File: config.mk
export PLATFORM = sky130hd
export DESIGN_NAME = pin_integrator
export DESIGN_NICKNAME = d
export VERILOG_FILES = /design/src/rtl/pin_integrator.sv
export SDC_FILE = /design/constraint.sdc
export NUM_CORES = 2
export LEC_CHECK = 0
export BUFFER_PORTS_ARGS = -buffer_cell sky130_fd_sc_hd__buf_2
export CORE_AREA = 2 2 423 425
export CTS_CLUSTER_DIAMETER = 50
export DETAILED_ROUTE_END_ITERATION = 7
export DIE_AREA = 0 0 425 427
export HOLD_SLACK_MARGIN = 0.02
export PLACE_DENSITY = 0.43
export SLEW_MARGIN = 20
export SYNTH_ARGS = -nofsm -noshare
export SYNTH_HDL_FRONTEND = slang
export SYNTH_SLANG_ARGS = --single-unit
File: constraint.sdc
create_clock -name clk_in -period 5.9 [get_ports clk_in]
set_clock_uncertainty 0.05 [all_clocks]
set_input_delay 0.885 -clock clk_in [delete_from_list [all_inputs] [get_ports clk_in]]
set_output_delay 0.885 -clock clk_in [all_outputs]
set_load 0.03 [all_outputs]
File: src/rtl/pin_integrator.sv
// pin_integrator: per-frame pin physics sequencer (collision request, velocity merge, integration).
// Optional feature macro PIN_FRICTION_EN: apply per-frame velocity decay before integration.
`timescale 1ns/1ps
module pin_integrator #(
  parameter int SCREEN_WIDTH   = 1024,
  parameter int SCREEN_HEIGHT  = 768,
  parameter int VEL_SHIFT      = 4,
  parameter int FRICTION_SHIFT = 5,
  parameter int WAIT_TIMEOUT   = 1000000
) (
  input  logic              clk_in,
  input  logic              rst_in,
  input  logic              frame_in,
  input  logic              load_in,
  input  logic [9:0][10:0]  init_x_in,
  input  logic [9:0][9:0]   init_y_in,
  output logic              coll_valid_out,
  input  logic              coll_done_in,
  input  logic [9:0][15:0]  coll_vx_in,
  input  logic [9:0][15:0]  coll_vy_in,
  input  logic [9:0]        coll_hit_in,
  output logic [9:0][10:0]  pins_x_out,
  output logic [9:0][9:0]   pins_y_out,
  output logic [9:0][15:0]  pins_vx_out,
  output logic [9:0][15:0]  pins_vy_out,
  output logic [9:0]        pins_down_out,
  output logic              busy_out,
  output logic              frame_done_out,
  output logic              timeout_out
);
  // state     | meaning
  // IDLE      | waiting for frame tick or rack load
  // REQUEST   | collision request held until coll_done_in seen low
  // WAIT_DONE | waiting for collision result or timeout
  // UPDATE    | merge and integrate pin idx_q
  // FINISH    | one-cycle frame_done_out pulse
  typedef enum logic [2:0] {IDLE, REQUEST, WAIT_DONE, UPDATE, FINISH} state_t;

  localparam int CW = $clog2(WAIT_TIMEOUT + 1);
  localparam logic signed [12:0] X_LIM = 13'(SCREEN_WIDTH);
  localparam logic signed [12:0] Y_LIM = 13'(SCREEN_HEIGHT);

`ifdef PIN_FRICTION_EN
  localparam bit FRIC_EN = 1'b1;
`else
  localparam bit FRIC_EN = 1'b0;
`endif

  state_t            state_q, state_d;
  logic [CW-1:0]     cnt_q, cnt_d;
  logic [3:0]        idx_q, idx_d;
  logic [9:0][10:0]  x_q, x_d;
  logic [9:0][9:0]   y_q, y_d;
  logic [9:0][15:0]  vx_q, vx_d, vy_q, vy_d;
  logic [9:0][15:0]  cvx_q, cvx_d, cvy_q, cvy_d;
  logic [9:0]        hit_q, hit_d, down_q, down_d;
  logic              tmo_q, tmo_d;

  logic signed [15:0] vx_sel, vy_sel, vx_f, vy_f, stx, sty;
  logic signed [12:0] px_n, py_n;
  logic               x_lo, x_hi, y_lo, y_hi, oob;

  function automatic logic signed [15:0] decay(input logic signed [15:0] v);
    return FRIC_EN ? v - (v >>> FRICTION_SHIFT) : v;
  endfunction

  always_comb begin
    vx_sel = hit_q[idx_q] ? $signed(cvx_q[idx_q]) : $signed(vx_q[idx_q]);
    vy_sel = hit_q[idx_q] ? $signed(cvy_q[idx_q]) : $signed(vy_q[idx_q]);
    vx_f   = decay(vx_sel);
    vy_f   = decay(vy_sel);
    stx    = vx_f >>> VEL_SHIFT;
    sty    = vy_f >>> VEL_SHIFT;
    px_n   = $signed({2'b00, x_q[idx_q]}) + $signed(stx[12:0]);
    py_n   = $signed({3'b000, y_q[idx_q]}) + $signed(sty[12:0]);
    x_lo   = px_n < 13'sd0;
    x_hi   = px_n >= X_LIM;
    y_lo   = py_n < 13'sd0;
    y_hi   = py_n >= Y_LIM;
    oob    = x_lo | x_hi | y_lo | y_hi;
  end

  always_comb begin
    state_d = state_q;
    cnt_d   = cnt_q;
    idx_d   = idx_q;
    x_d     = x_q;
    y_d     = y_q;
    vx_d    = vx_q;
    vy_d    = vy_q;
    cvx_d   = cvx_q;
    cvy_d   = cvy_q;
    hit_d   = hit_q;
    down_d  = down_q;
    tmo_d   = tmo_q;
    // counter runs through REQUEST and WAIT_DONE, saturating so a stuck handshake cannot wrap it
    if ((state_q == REQUEST || state_q == WAIT_DONE) && cnt_q != CW'(WAIT_TIMEOUT))
      cnt_d = cnt_q + CW'(1);
    unique case (state_q)
      IDLE: begin
        if (load_in) begin
          x_d    = init_x_in;
          y_d    = init_y_in;
          vx_d   = '0;
          vy_d   = '0;
          down_d = '0;
        end else if (frame_in) begin
          state_d = REQUEST;
          cnt_d   = '0;
        end
      end
      REQUEST: begin
        if (!coll_done_in) state_d = WAIT_DONE;
      end
      WAIT_DONE: begin
        if (coll_done_in) begin
          cvx_d   = coll_vx_in;
          cvy_d   = coll_vy_in;
          hit_d   = coll_hit_in;
          idx_d   = '0;
          state_d = UPDATE;
        end else if (cnt_q == CW'(WAIT_TIMEOUT)) begin
          tmo_d   = 1'b1;
          hit_d   = '0;
          idx_d   = '0;
          state_d = UPDATE;
        end
      end
      UPDATE: begin
        x_d[idx_q]  = x_lo ? 11'd0 : (x_hi ? 11'(SCREEN_WIDTH - 1) : px_n[10:0]);
        y_d[idx_q]  = y_lo ? 10'd0 : (y_hi ? 10'(SCREEN_HEIGHT - 1) : py_n[9:0]);
        vx_d[idx_q] = oob ? 16'd0 : vx_f;
        vy_d[idx_q] = oob ? 16'd0 : vy_f;
        if (oob || hit_q[idx_q]) down_d[idx_q] = 1'b1;
        if (idx_q == 4'd9) state_d = FINISH;
        else               idx_d   = idx_q + 4'd1;
      end
      FINISH:  state_d = IDLE;
      default: state_d = IDLE;
    endcase
  end

  always_ff @(posedge clk_in) begin
    if (!rst_in) begin
      state_q <= IDLE;
      cnt_q   <= '0;
      idx_q   <= '0;
      x_q     <= '0;
      y_q     <= '0;
      vx_q    <= '0;
      vy_q    <= '0;
      cvx_q   <= '0;
      cvy_q   <= '0;
      hit_q   <= '0;
      down_q  <= '0;
      tmo_q   <= 1'b0;
    end else begin
      state_q <= state_d;
      cnt_q   <= cnt_d;
      idx_q   <= idx_d;
      x_q     <= x_d;
      y_q     <= y_d;
      vx_q    <= vx_d;
      vy_q    <= vy_d;
      cvx_q   <= cvx_d;
      cvy_q   <= cvy_d;
      hit_q   <= hit_d;
      down_q  <= down_d;
      tmo_q   <= tmo_d;
    end
  end

  assign coll_valid_out = (state_q == REQUEST);
  assign busy_out       = (state_q != IDLE);
  assign frame_done_out = (state_q == FINISH);
  assign timeout_out    = tmo_q;
  assign pins_x_out     = x_q;
  assign pins_y_out     = y_q;
  assign pins_vx_out    = vx_q;
  assign pins_vy_out    = vy_q;
  assign pins_down_out  = down_q;
endmodule
==> flow_summary.yaml <==
timing:
  fmax_mhz: 175.5
  worstMarginPinSlew_ps: 1134
  min_period_ps: 5696
  slew_headroom: 0.2412
  fin_crit_sh: 0.9655
  worst_slack_ps: 203.5
  maxSlewViolCount: 0
  setup_viol: 0
  final-hold-violation-count: 0
logic_synthesis:
  async_flop_share: 0
  yosysMostFrequentCell: "nand2_1"
  avgSynthCellArea_um2: 8.898
  synth-xor-area-share: 0.007754
  syn_nets: 5017
  yosys-top-cells-count: "nand2_1 (1094), dfxtp_1 (898), a21oi_1 (528), o21ai_0 (361), clkbuf_1 (304)"
  synth-edff-count: 0
  ys_seq_area_frac: 0.4547
  synth_top_area_frac: 0.4547
  synthTopCellsByArea: "dfxtp_1 (45%), nand2_1 (10%), mux4_2 (10%), a21oi_1 (6.7%), o21ai_0 (4.6%)"
  yosysWarnings: 0
  synth_fa_ha_area_frac: 0.009558
  yosys.area.top_type: "dfxtp_1"
  synth_compound_area_frac: 0.2003
  synth_area_mm2: 0.03954
  netlist_instances: 4443
  synth_cell_types: 81
  yosys_register_bits: 898
  synthMuxAreaShare: 0.1366
  synth_top_family_by_area: "compound AO/OA/AOI/OAI gates"
  synthSimpleGateAreaFrac: 0.1525
  ys.flop_type: "dfxtp_1"
placed_design:
  dp_hpwl_um: 179000
  port_buffers: 1088
  pre_cts_slack_ps: -229.1
  gp_congestion: 0.8797
worst_setup_path:
  cp-start-kind: "flop"
  crit_path_max_fanout: 14
  worstSetupEndpointType: "flop"
  reg2reg_slack_ps: 200
  worst_ep_arrival_time_ps: 6290
  crit_required_ps: 6500
  path_class: "reg2reg"
drt:
  vias_per_cell: 5.062
  dr.pass1.iters: 6
  drc: 0
  ant_nets: 0
  wl_per_cell_um: 29.68
  routed_wirelength_um: 236800
  dr.first_iter.drc_count: 3445
  num_vias: 40390
power_and_ir_drop:
  irDropWorstVdd_uv: 241.3
  switching_share: 0.3583
  clkPwrFrac: 0.406
  pwr-share-seq: 0.345
  pwr-share-comb: 0.249
  power.leakage_nw: 20.62
  powerDensity_mw_per_mm2: 383.9
  switching_power_mw: 7.317
  p_int_mw: 13.10
floorplanning:
  core_mm2: 0.1773
  die-area_mm2: 0.1815
  row_count: 155
  ios: 1089
  die_y_um: 427
  start_util: 0.2230
  die_w_um: 425
clock_tree:
  insertion_delay_ps: 800
  tritoncts: "yes"
  numCtsBuffers: 137
  htreeDepth: 4
  cts-root-buf: "clkbuf_16"
  cts.path.max_buffers: 3
  cts_sinks: 898
  clkTransAtPathRegs_ps: 50
  cts-hold-fix-buffers: 0
finish:
  fillCellCount: 19090
  post-route-util: 0.3001
  fin_nets: 6068
  synthToLayoutAreaGrowth_pct: 34.54
  drive_gt1_frac: 0.3177
  ff_latch_area_mm2: 0.01799
  multi_input_area_mm2: 0.02029
grt:
  antenna_found_initial: 51
  grt_overflow: 0
  grt_pass1_wl_um: 316300
  grt.total_usage: 0.2473
  grt_max_degree: 170
  grt_pass1_vias: 38670
flow_run:
  maxCapViolations: 0
run_status:
  status: "finished, final reports clean"
min_path:
  hp-class: "in2reg"
[worst max-delay path: stages (launching register included)]
cell and delay (ps):
dfxtp_4 390, buf_6 250, buf_16 260, buf_16 190
buf_4 220, mux4_2 590, mux2i_2 260, o221ai_1 280
ha_1 310, or4_1 560, o2111a_1 310, or2_2 320
and4_1 230, nor3_4 440, buf_6 290, or3_4 370
o21ai_0 160
[placed cells by master (no fill, tap or decap), types with 26 or more instances in the layout]
master     instances
a31oi_1           44
dfxtp_1          894
buf_4            155
buf_2           1087
or3_1             30
a21oi_1          528
a221oi_1          26
mux4_2           178
a22o_1            90
nor2_1           171
a22oi_1           28
mux2i_1          124
clkbuf_16        141
o22ai_1           38
ha_1              27
nand3_1           74
o21ai_0          355
a2111oi_0         44
nand2_1         1093
[cells by family after synthesis]
kind of cell,count (synthesis)
AND/OR/NAND/NOR,1472
buffers and inverters,383
adder cells (fa/ha/maj),29
XOR/XNOR,35
flip-flops,898
AO/OA/AOI/OAI,1312
multiplexers,314
[state kept, by name, indices dropped and copies added, names as in the netlist, 3 cells and up]
name / cells
cnt_q: 20
cvx_q: 160
cvy_q: 160
hit_q: 10
idx_q: 4
pins_down_out: 10
pins_vx_out: 160
pins_vy_out: 160
pins_x_out: 110
pins_y_out: 100
state_q: 3
[timing repair]
| action | CTS | global route |
|---|---|---|
| gates resized for setup | 13 | 29 |
| pin swaps | 1 | 4 |
| buffers inserted | 0 | 8 |
| endpoints found under the setup margin | 277 | 426 |
| cloned | 1 | 3 |
[routing by layer]
layer | vias up | global-route usage | wire [um]
met5 | - | 0 | 185
met4 | 32 | 0.1201 | 12170
met3 | 404 | 0.04517 | 14270
met2 | 1727 | 0.4272 | 117400
met1 | 20160 | 0.2945 | 92830
li1 | 18080 | - | -
[layout make-up]
cell class              instances  area share
clock buffers                 174     0.06953
well taps                    2355     0.05539
diodes                         25    0.001176
inverters                      17    0.001341
repair buffers               1277      0.1362
clock inverters                70     0.01661
flip-flops and latches        898      0.3382
multi-input cells            3163      0.3815
[worst paths after layout]
path | start | end | cells past startpoint
worst max-delay path | idx_q[0]$_SDFFE_PN0P_ | pins_vx_out[31]$_SDFFE_PN0P_ | 16
worst min-delay path | coll_vx_in[34] | cvx_q[34]$_SDFFE_PN0P_ | 3
worst max register to register | idx_q[0]$_SDFFE_PN0P_ | pins_vx_out[31]$_SDFFE_PN0P_ | 16
worst min register to register | cvx_q[10]$_SDFFE_PN0P_ | cvx_q[10]$_SDFFE_PN0P_ | 2
[metrics by stage]
step	hold WS, ps	instances	power, mW	instance area, um^2	setup TNS (ps)
after global placement	382.1	7698	12.20	48210	-21530
after floorplan	381.5	4443	9.785	39550	0
final	271.6	7979	20.42	53190	0
after detailed placement	391.1	7698	12.22	48210	-33310
after global routing	240.1	7969	21.17	53170	-6.302
after CTS	192.9	7943	20.57	52850	0
[power groups by stage]
stage	clock, mW	combinational, mW	sequential, mW
CTS	8.46	5.09	7.02
detailed placement	0	5.07	7.15
finish	8.29	5.09	7.04
floorplan	0	2.13	7.65
global placement	0	5.06	7.14
global route	8.69	5.40	7.08
Note: power is estimated with default switching activity, not from simulation.
